File: src/rtl/seg7_count_decoder.sv
// Seven-segment receive monitor: debounces the segment bus, decodes accepted patterns and
// checks for +1 steps. Define SEG7_DEC_HEX_EN to accept A-F (modulus 16 instead of 10).
module seg7_count_decoder #(
  parameter int unsigned STABLE_CYCLES = 4,
  parameter int unsigned ERR_CNT_W     = 8
) (
  input  logic                 clk,
  input  logic                 rst,
  input  logic [6:0]           encoded_count,
  output logic [3:0]           digit,
  output logic                 digit_valid,
  output logic                 blank,
  output logic                 new_digit,
  output logic                 invalid_pattern,
  output logic                 step_error,
  output logic [ERR_CNT_W-1:0] error_count
);

  localparam int unsigned CntW = (STABLE_CYCLES < 1) ? 1 : $clog2(STABLE_CYCLES + 1);
  localparam logic [CntW-1:0] CntMax = CntW'(STABLE_CYCLES);
`ifdef SEG7_DEC_HEX_EN
  localparam logic [3:0] LastDigit = 4'd15;
`else
  localparam logic [3:0] LastDigit = 4'd9;
`endif

  typedef enum logic [1:0] {StSettling, StAccept, StLocked} state_e;

  // Returns {valid, digit}; blank and unknown patterns both report valid=0.
  function automatic logic [4:0] decode(input logic [6:0] pat);
    case (pat)
      7'h3F:   decode = {1'b1, 4'd0};
      7'h06:   decode = {1'b1, 4'd1};
      7'h5B:   decode = {1'b1, 4'd2};
      7'h4F:   decode = {1'b1, 4'd3};
      7'h66:   decode = {1'b1, 4'd4};
      7'h6D:   decode = {1'b1, 4'd5};
      7'h7D:   decode = {1'b1, 4'd6};
      7'h07:   decode = {1'b1, 4'd7};
      7'h7F:   decode = {1'b1, 4'd8};
      7'h6F:   decode = {1'b1, 4'd9};
`ifdef SEG7_DEC_HEX_EN
      7'h77:   decode = {1'b1, 4'd10};
      7'h7C:   decode = {1'b1, 4'd11};
      7'h39:   decode = {1'b1, 4'd12};
      7'h5E:   decode = {1'b1, 4'd13};
      7'h79:   decode = {1'b1, 4'd14};
      7'h71:   decode = {1'b1, 4'd15};
`endif
      default: decode = 5'b0;
    endcase
  endfunction

  state_e          state_q;
  logic [6:0]      s_reg_q;
  logic [6:0]      last_q;
  logic [CntW-1:0] cnt_q;
  logic            armed_q;
  logic            acc_any_q;

  logic            sample_match;
  logic            accept_now;
  logic            repeat_pat;
  logic [4:0]      dec;
  logic [3:0]      succ;

  always_comb begin
    sample_match = (encoded_count == s_reg_q);
    accept_now   = (state_q == StSettling) && (cnt_q == CntMax);
    repeat_pat   = acc_any_q && (s_reg_q == last_q);
    dec          = decode(s_reg_q);
    succ         = (digit == LastDigit) ? 4'd0 : digit + 4'd1;
  end

  always_ff @(posedge clk) begin
    if (rst) begin
      state_q         <= StSettling;
      s_reg_q         <= 7'h00;
      last_q          <= 7'h00;
      cnt_q           <= '0;
      armed_q         <= 1'b0;
      acc_any_q       <= 1'b0;
      digit           <= 4'd0;
      digit_valid     <= 1'b0;
      blank           <= 1'b0;
      new_digit       <= 1'b0;
      invalid_pattern <= 1'b0;
      step_error      <= 1'b0;
      error_count     <= '0;
    end else begin
      s_reg_q         <= encoded_count;
      new_digit       <= 1'b0;
      invalid_pattern <= 1'b0;
      step_error      <= 1'b0;

      if (!sample_match) begin
        cnt_q <= CntW'(1);
      end else if (cnt_q != CntMax) begin
        cnt_q <= cnt_q + CntW'(1);
      end

      unique case (state_q)
        StSettling: if (accept_now && sample_match) state_q <= StAccept;
        StAccept:   state_q <= sample_match ? StLocked : StSettling;
        StLocked:   if (!sample_match) state_q <= StSettling;
        default:    state_q <= StSettling;
      endcase

      if (accept_now) begin
        last_q    <= s_reg_q;
        acc_any_q <= 1'b1;
      end

      // Re-accepting the same pattern after a rejected glitch is silent.
      if (accept_now && !repeat_pat) begin
        if (dec[4]) begin
          digit       <= dec[3:0];
          digit_valid <= 1'b1;
          blank       <= 1'b0;
          new_digit   <= 1'b1;
          armed_q     <= 1'b1;
          if (armed_q && (dec[3:0] != succ)) begin
            step_error <= 1'b1;
            if (error_count != '1) error_count <= error_count + ERR_CNT_W'(1);
          end
        end else if (s_reg_q == 7'h00) begin
          blank       <= 1'b1;
          digit_valid <= 1'b0;
          armed_q     <= 1'b0;
        end else begin
          invalid_pattern <= 1'b1;
          digit_valid     <= 1'b0;
          blank           <= 1'b0;
          armed_q         <= 1'b0;
          if (error_count != '1) error_count <= error_count + ERR_CNT_W'(1);
        end
      end
    end
  end

endmodule
File: config.mk
export PLATFORM = sky130hd
export DESIGN_NAME = seg7_count_decoder
export DESIGN_NICKNAME = d
export VERILOG_FILES = /design/src/rtl/seg7_count_decoder.sv
export SDC_FILE = /design/constraint.sdc
export NUM_CORES = 1
export LEC_CHECK = 0
export ABC_AREA = 1
export BUFFER_PORTS_ARGS = -buffer_cell sky130_fd_sc_hd__buf_2
export CAP_MARGIN = 15
export CORE_ASPECT_RATIO = 1.75
export CORE_MARGIN = 2
export CORE_UTILIZATION = 57
export CTS_CLUSTER_DIAMETER = 80
export CTS_CLUSTER_SIZE = 10
export DETAILED_ROUTE_END_ITERATION = 6
export GPL_ROUTABILITY_DRIVEN = 0
export GPL_TIMING_DRIVEN = 0
export PLACE_DENSITY_LB_ADDON = 0.2
export SYNTH_ARGS = -nofsm -noshare
export SYNTH_HDL_FRONTEND = slang
export SYNTH_SLANG_ARGS = --single-unit
File: constraint.sdc
create_clock -name clk -period 2.3 [get_ports clk]
set_input_delay 0.23 -clock clk [delete_from_list [all_inputs] [get_ports clk]]
set_output_delay 0.23 -clock clk [all_outputs]
set_load 0.02 [all_outputs]
## After elaboration in Yosys (flattened, before gate mapping)

Cells that the tools add are included.

| word-level totals | value |
|---|---|
| bits in registers | 37 |
| input port bits | 9 |
| output and inout bits | 17 |
| word-level logic and storage cells | 75 |

| cells by class | value |
|---|---|
| $add $sub $neg | 3 |
| equality and inequality tests | 24 |
| mux-type cells | 17 |
| bitwise gates (word level) | 3 |
| reductions and logical operators | 15 |

Operators by type and width:

| cell | count |
|---|---|
| one-hot mux 5 bit (10 select lines) | 1 |
| equality test 7 bit (second input constant) | 7 |
| two-way mux 8 bit | 4 |
| equality test 7 x 3 -> 1 bit (second input constant) | 2 |
| equality test 7 bit | 2 |
| adder 8 x 1 -> 8 bit (second input constant) | 1 |
| != test 8 bit (second input constant) | 1 |
| equality test 7 x 6 -> 1 bit (second input constant) | 1 |
| logical NOT 7 bit | 1 |
| two-way mux 1 bit | 7 |
| two-way mux 2 bit | 3 |
| != test 2 x 1 -> 1 bit (second input constant) | 3 |
| one-hot mux 2 bit (3 select lines) | 1 |
| OR reduction 3 bit | 2 |
| logical AND 1 bit | 5 |
| adder 4 x 1 -> 4 bit (second input constant) | 1 |
| equality test 4 bit (second input constant) | 1 |
| two-way mux 4 bit | 1 |
| != test 2 bit (second input constant) | 2 |
| != test 4 bit | 1 |
| AND reduction 2 bit | 2 |
| OR reduction 2 bit | 2 |
| adder 3 x 1 -> 3 bit (second input constant) | 1 |
| equality test 3 bit (second input constant) | 1 |
| other kinds (7) | 9 |

## Depth between registers and ports, before layout

Gate-level depths: netlist (run 1).

| logic depth | value |
|---|---|
| depth in word-level cells | 6 |
| mapped depth | 16 |
| mapped depth without buffers | 16 |

## Worst setup path after synthesis (run 1)

No wires, ideal clock.

| path | value |
|---|---|
| path type | reg-to-reg |
| from | register cnt_q[0] |
| to | register error_count[2] |
| setup time | 0.138 ns |
| arrival | 1.569 ns |
| required time | 2.162 ns |
| path slack | 0.593 ns |
| cell stages (with the launch flop) | 10 |
| buffers on the path | 0 |
| period minus slack after synthesis | 1.707 ns |
| cell sequence | dfxtp_1 inv_1 ha_1 nand2_1 nor3_4 nand3_1 nor2_4 nand2_8 nand2_2 a21oi_2 |

| between the ends | value |
|---|---|
| cells in the longest elaborated chain, start to end | 4 |

Ends and longest elaborated chain:

| element | line | text |
|---|---|---|
| from (decl) | 57 | `logic [CntW-1:0] cnt_q;` |
| from (signal assigned) | 97 | `cnt_q <= CntW'(1);` |
| from (signal assigned) | 99 | `cnt_q <= cnt_q + CntW'(1);` |
| equality test 3 bit | 69 | `accept_now = (state_q == StSettling) && (cnt_q == CntMax);` |
| logical AND 1 bit | 69 |  |
| logical AND 1 bit | 115 | `if (accept_now && !repeat_pat) begin` |
| AND reduction 3 bit (no source line) | - |  |
| to (signal assigned) | 124 | `if (error_count != '1) error_count <= error_count + ERR_CNT_W'(1);` |
| to (signal assigned) | 135 | `if (error_count != '1) error_count <= error_count + ERR_CNT_W'(1);` |
| to (decl) | 16 | `output logic [ERR_CNT_W-1:0] error_count` |

No other way between the ends.
A chain may end at the register's enable or synchronous reset.

## Worst setup path after layout (run 1)

| path | value |
|---|---|
| from | register cnt_q[0] |
| to | register error_count[5] |

The elaborated chain is that of the path after synthesis.

==> insert_results.sql, run 1 <==
INSERT INTO impl_metrics (metric_group, metric, value, unit) VALUES
('run_status', 'run_status', 'complete, no violations', ''),
('worst_setup_path', 'worstSetupStartpointType', 'flip-flop', ''),
('timing', 'final_hold_viol_count', '0', ''),
('worst_setup_path', 'worst_setup_path_startpoint', 'cnt_q[0]', ''),
('grt', 'grt_pass1_wl', '6734', 'um'),
('synth', 'synthesis.area', '0.001969', 'mm^2'),
('synth', 'synth_async_reset_ratio', '0', '%'),
('worst_hold_path', 'worst_hold_startpoint', 'encoded_count[6]', ''),
('pwr', 'pwr-share-comb', '5.7', '%'),
('pwr', 'sequentialPowerShare', '50.1', '%'),
('cts', 'cts_hold_repair.buffers', '0', ''),
('floorplanning', 'core_region_area', '0.003328', 'mm^2'),
('pwr', 'clockPowerShare', '44.2', '%'),
('cells_and_area', 'multi_input_combinational_cell_area', '0.001100', 'mm^2'),
('synth', 'synth.lib_cells_used.distinct', '35', ''),
('pwr', 'switching_power_share_of_the_total', '21.96', '%'),
('grt', 'grt_antenna_before_repair', '0', ''),
('timing', 'setup-violations-final', '0', ''),
('cells_and_area', 'post-route-cell-area', '0.002267', 'mm^2'),
('routing', 'drt-pass1-iter-count', '4', ''),
('synth', 'seq_total_area_yosys', '37.61', '%'),
('cells_and_area', 'area.sequential', '740.7', 'um^2'),
('worst_setup_path', 'cp_num_buf_inv', '1', ''),
('floorplanning', 'die_height', '81.76', 'um'),
('floorplanning', 'io_pins', '26', ''),
('worst_setup_path', 'timing.setup.critical_path_class', 'reg -> reg', ''),
('cells_and_area', 'area.growth.synth_to_final', '15.12', '%'),
('timing', 'fin_ws', '0.2546', 'ns'),
('routing', 'dr_total_vias', '1776', ''),
('cells_and_area', 'num-nets-final', '313', ''),
('timing', 'timing.final.crit_period', '2.045', 'ns'),
('worst_setup_path', 'critPathArrivalTime', '2.20', 'ns'),
('synth', 'synthXorXnorAreaFrac', '6.226', '%'),
('synth', 'synth-compound-area-share', '12.01', '%'),
('timing', 'final-max-slew-violation-count', '0', ''),
('routing', 'finalWirelength', '4092', 'um'),
('placed_design', 'dp_hpwl', '3085', 'um'),
('worst_setup_path', 'timing.critical_path.fanout_max', '10', ''),
('synth', 'number_of_flip_flops_and_latches_in_the_synthesized_netlist', '37', ''),
('cts', 'clock_tree.buffer_depth', '2', ''),
('worst_setup_path', 'timing.critical_path.slowest_cell_delay', '0.37', 'ns'),
('pwr', 'switchingPower', '0.0002892', 'W'),
('floorplanning', 'std_cell_rows', '28', ''),
('worst_setup_path', 'reg2reg_from', 'cnt_q[0]', ''),
('routing', 'antenna_left', '0', ''),
('synth', 'synth_edf_count', '0', ''),
('flow_run', 'maxCapViolations', '0', ''),
('synth', 'synth.avg_cell_area', '7.321', 'um^2'),
('placed_design', 'dpl-instance-area', '0.002151', 'mm^2'),
('floorplanning', 'die_w', '48.44', 'um'),
('worst_setup_path', 'worst_path_dominant_cell_family', 'simple AND/OR/NAND/NOR gates', ''),
('cts', 'cts.reportedPaths.clkPinSlew', '0.07', 'ns'),
('cells_and_area', 'utilization', '68.12', '%'),
('synth', 'yosys_warnings', '0', ''),
('pwr', 'worst_ir_drop_vdd', '615.9', 'uV'),
('grt', 'grt-ovfl-total', '0', ''),
('routing', 'drt_iter0_drc', '41', ''),
('synth', 'synth_mux_area_share', '0', '%'),
('synth', 'post_synth_and_or_nand_nor_area_fraction', '35.71', '%'),
('pwr', 'power_per_cell_area', '580.9', 'mW/mm^2'),
('cells_and_area', 'nFillCells', '307', ''),
('grt', 'first_global_vias', '1553', ''),
('timing', 'final.hold.worst_slack', '0.1578', 'ns'),
('cts', 'postCtsResizedCells', '0', ''),
('timing', 'tightestPinTransition', '0.6021', 'ns'),
('synth', 'ys.flop_type', 'dfxtp_1', ''),
('synth', 'synth-adder-area-share', '1.906', '%'),
('grt', 'track_usage', '22.06', '%'),
('worst_setup_path', 'worst_ep_required_time', '2.46', 'ns'),
('floorplanning', 'start_util', '59.17', '%'),
('cts', 'insertion_delay', '0.29', 'ns');
-- kinds of logic (layout without fill, tap and decap cells) --
group,Yosys count,count (layout)
AOI/OAI and AO/OA,38,38
xor gates and xnor gates,14,14
adders and majority gates,3,3
buffers and inverters,34,67
DFF,37,37
and+or+nand+nor,143,143
-- path summary, 6_finish.rpt --
path	end	slack, ns	cells after the start
worst min register to register	acc_any_q	0.48	2
worst max register to register	error_count[5]	0.25	9
worst max-delay path	error_count[5]	0.25	9
worst min-delay path	s_reg_q[6]	0.16	3
-- layer usage --
layer	wire (um)	vias to the layer above	global-route usage, %
met1	1707	796	23.68
li1	-	932	-
met3	136	11	5.091
met4	121	0	12.29
met5	0	-	0
met2	2127	37	40.00
-- state kept, by name (all words and copies together) (netlist names), 2 cells and up --
name	count
error_count	8
last_q	7
s_reg_q	7
digit	4
cnt_q	3
state_q	2
-- layout make-up --
cell class | instances | share of cell area, %
multi-input cells | 198 | 48.51
flip-flops and latches | 37 | 32.67
repair buffers | 25 | 5.519
inverters | 29 | 4.801
clock buffers | 7 | 3.808
well taps | 45 | 2.483
clock inverters | 1 | 1.325
plain buffers | 5 | 0.8830
-- synthesized netlist by cell type (3+ instances only) --
cell type | number | area [um^2]
nor3_1 | 3 | 15.01
nor2_1 | 31 | 116.4
nand4_1 | 4 | 25.02
a21oi_2 | 7 | 61.31
ha_1 | 3 | 37.54
nand2_2 | 15 | 93.84
nor2_2 | 4 | 25.02
o21ai_0 | 12 | 60.06
nand2_1 | 53 | 198.9
inv_1 | 25 | 93.84
clkbuf_1 | 3 | 11.26
dfxtp_1 | 37 | 740.7
nand3_1 | 22 | 110.1
a21oi_1 | 14 | 70.07
inv_2 | 4 | 15.01
xor2_1 | 7 | 61.31
xnor2_1 | 7 | 61.31
-- power by group through the flow --
stage	sequential (W)	combinational [W]	clock, W
final	0.000659	0.0000755	0.000582
after global routing	0.000660	0.0000861	0.000610
after CTS	0.000659	0.0000758	0.000588
after detailed placement	0.000674	0.0000755	0
after global placement	0.000674	0.0000752	0
after floorplan	0.000671	0.0000535	0
-- stage by stage --
stage	std cells	power [W]
floorplan	269	0.0007248
global placement	339	0.0007491
detailed placement	339	0.0007495
CTS	347	0.001323
global route	347	0.001355
finish	347	0.001317
-- worst min-delay path, stage by stage --
cell	delay (ns)
buf_2	0.11
inv_1	0.04
nor2_1	0.03
No activity file was read; power rests on OpenSTA's default activity.
==> run 2: changes to the inputs <==
Settings changed: CORE_UTILIZATION 57 to 51, GPL_TIMING_DRIVEN 0 to default, SETUP_SLACK_MARGIN from default to 0.05.
==> run 2 against run 1 <==
Non-clock buffer count fell by 3. Clock power fell by 15%. Sequential cell count did not move. Design area fell by 0.83%. Largest power group unchanged. Routed wire length fell by 1.1%. Worst setup slack improved by 0.17 ns. Power fell by 6.8%. First-iteration DRC count fell by 9.8%. Highest routed layer unchanged. Maximum frequency rose by 9.0%.
==> insert_results.sql, run 2 (synthesis results as in run 1) <==
INSERT INTO impl_metrics (metric_group, metric, value, unit) VALUES
('worst_setup_path', 'setup.worst_path.end_class', 'flip-flop', ''),
('grt', 'grt_antenna_before_repair', '0', ''),
('cells_and_area', 'largest_reg_flops', '8', ''),
('worst_setup_path', 'slowest_stage', 'dfxtp_1', ''),
('timing', 'layout_worst_path_cycle_share', '81.62', '%'),
('grt', 'pin_count_of_the_biggest_net_entering_global_routing', '23', ''),
('worst_setup_path', 'worstSetupStartpointType', 'flip-flop', ''),
('timing', 'fin_ws', '0.4227', 'ns'),
('timing', 'max_freq', '532.7', 'MHz'),
('floorplanning', 'die_w', '50.98', 'um'),
('cts', 'cts_hold_repair.buffers', '0', ''),
('timing', 'final_hold_viol_count', '0', ''),
('routing', 'finalWirelength', '4048', 'um'),
('timing', 'skew', '0.003612', 'ns'),
('floorplanning', 'start_util', '53.74', '%'),
('routing', 'drt-pass1-iter-count', '4', ''),
('cts', 'cts_tree', 'yes', ''),
('worst_setup_path', 'worst_ep_required_time', '2.53', 'ns'),
('routing', 'antenna_left', '0', ''),
('cells_and_area', 'final_cell_mix', 'nand2_1, dfxtp_1, nor2_1, inv_1, buf_2', ''),
('cts', 'h-tree-depth', '2', ''),
('routing', 'detail_route.wl_per_cell', '11.73', 'um'),
('cells_and_area', 'share_of_final_layout_standard_cells_stronger_than_drive_strength_1', '24.75', '%'),
('timing', 'tightestPinTransition', '0.4476', 'ns'),
('pwr', 'internal-power', '0.0009447', 'W'),
('pwr', 'switching_power_share_of_the_total', '23.01', '%'),
('worst_setup_path', 'timing.critical_path.mode_cell', 'nand3_1', ''),
('worst_setup_path', 'timing.setup.critical_path_class', 'reg -> reg', ''),
('floorplanning', 'die_height', '86.21', 'um'),
('floorplanning', 'core_region_area', '0.003665', 'mm^2'),
('floorplanning', 'fp.dieArea', '0.004394', 'mm^2'),
('pwr', 'sequentialPowerShare', '53.9', '%'),
('placed_design', 'dp_cells', '337', ''),
('placed_design', 'dp_hpwl', '3075', 'um'),
('run_status', 'run_status', 'complete, no violations', ''),
('worst_setup_path', 'timing.critical_path.fanout_max', '10', ''),
('grt', 'track_usage', '20.82', '%'),
('floorplanning', 'std_cell_rows', '29', ''),
('flow_run', 'maxCapViolations', '0', ''),
('cells_and_area', 'final_common_cell', 'nand2_1', ''),
('floorplanning', 'io_pins', '26', ''),
('routing', 'remaining_drc_errors', '0', ''),
('cells_and_area', 'area.growth.synth_to_final', '14.17', '%'),
('routing', 'drt_iter0_drc', '37', ''),
('pwr', 'switchingPower', '0.0002823', 'W'),
('timing', 'final-max-slew-violation-count', '0', ''),
('timing', 'slew-limit-headroom', '69.88', '%'),
('grt', 'grt-ovfl-total', '0', ''),
('placed_design', 'port_buffers', '25', ''),
('worst_setup_path', 'path_cells', 'inv_1 > ha_1 > nand2_1 > nor3_4 > nand3_1 > nor2_4 > nand3_1 > a21oi_2', ''),
('placed_design', 'pre_cts_ws', '0.4283', 'ns'),
('cts', 'postCtsResizedCells', '0', ''),
('pwr', 'power_per_cell_area', '545.7', 'mW/mm^2'),
('routing', 'dr_total_vias', '1733', ''),
('timing', 'timing.setup.tns', '0', 'ns'),
('cells_and_area', 'utilization', '61.35', '%'),
('timing', 'timing.final.crit_period', '1.877', 'ns'),
('grt', 'grt_pass1_wl', '7100', 'um'),
('routing', 'routed_via_density', '5.023', ''),
('grt', 'first_global_vias', '1643', ''),
('cts', 'cts.sink_count', '37', ''),
('cts', 'insertion_delay', '0.29', 'ns'),
('worst_setup_path', 'critPathArrivalTime', '2.11', 'ns'),
('pwr', 'worst_ir_drop_vdd', '472.4', 'uV'),
('cts', 'cts-buffers-inserted', '5', ''),
('cells_and_area', 'most_flop_heavy_register', 'error_count', ''),
('worst_hold_path', 'class_of_the_tightest_hold_or_removal_check', 'in -> reg', ''),
('cells_and_area', 'top_regs', 'error_count: 8 flops, last_q: 7 flops, s_reg_q: 7 flops', ''),
('cts', 'root_buffer', 'clkbuf_8', ''),
('timing', 'rsz0062_at_grt', 'no', ''),
('worst_setup_path', 'timing.critical_path.slowest_cell_delay', '0.33', 'ns'),
('pwr', 'clockPowerShare', '40.2', '%'),
('cells_and_area', 'fin_cells', '345', ''),
('cts', 'clock_tree.buffer_depth', '2', ''),
('cells_and_area', 'num-nets-final', '310', ''),
('pwr', 'cellLeakagePower', '0.9738', 'nW'),
('cts', 'cts.reportedPaths.clkPinSlew', '0.07', 'ns'),
('cells_and_area', 'num_antenna_cells', '0', ''),
('timing', 'setup-violations-final', '0', ''),
('cts', 'cts_post_setup_buffers_inserted', '0', ''),
('pwr', 'pwr-share-comb', '5.9', '%');
run 2: metal layers:
layer	track usage, %	vias up	wire, um
met5	0	-	0
met4	9.337	0	81
met3	3.621	8	146
met2	35.77	36	2113
met1	24.81	766	1706
li1	-	923	-
run 2: stage by stage:
stage | hold WS [ns] | total power [W] | cell area [um^2]
global placement | 0.4512 | 0.0007479 | 2147
global route | 0.1701 | 0.001276 | 2248
CTS | 0.1563 | 0.001237 | 2248
finish | 0.1598 | 0.001227 | 2248
floorplan | 0.3061 | 0.0007248 | 1969
detailed placement | 0.4646 | 0.0007483 | 2147
run 2: path summary, 6_finish.rpt:
path                     to        startpoint  cells past startpoint  slack [ns]
max          error_count[3]          cnt_q[0]                      8        0.42
min              s_reg_q[6]  encoded_count[6]                      3        0.16
max reg2reg  error_count[3]          cnt_q[0]                      8        0.42
min reg2reg  error_count[7]    error_count[7]                      2        0.48
run 2: layout make-up:
type	count	area, um^2
Tap cell	46	57.56
Fill cell	377	1416
Clock inverter	1	5.005
Clock buffer	7	96.34
Sequential cell	37	740.7
Inverter	29	108.9
Timing Repair Buffer	27	140.1
Multi-Input combinational cell	198	1100
run 2: power groups by stage:
stage	combinational, W	clock (W)	sequential (W)
3_3_place_gp	0.0000719	0	0.000676
3_5_place_dp	0.0000723	0	0.000676
6_report	0.0000720	0.000493	0.000661
4_1_cts	0.0000728	0.000503	0.000661
2_1_floorplan	0.0000535	0	0.000671
5_1_grt	0.0000836	0.000529	0.000663
run 2: worst max-delay path: cells and delay by family, from the launching register on:
kind | cells | cell delay [ns]
and+or+nand+nor | 5 | 1.09
DFF | 1 | 0.33
adders and majority gates | 1 | 0.17
AOI/OAI and AO/OA | 1 | 0.15
buffers and inverters | 1 | 0.06
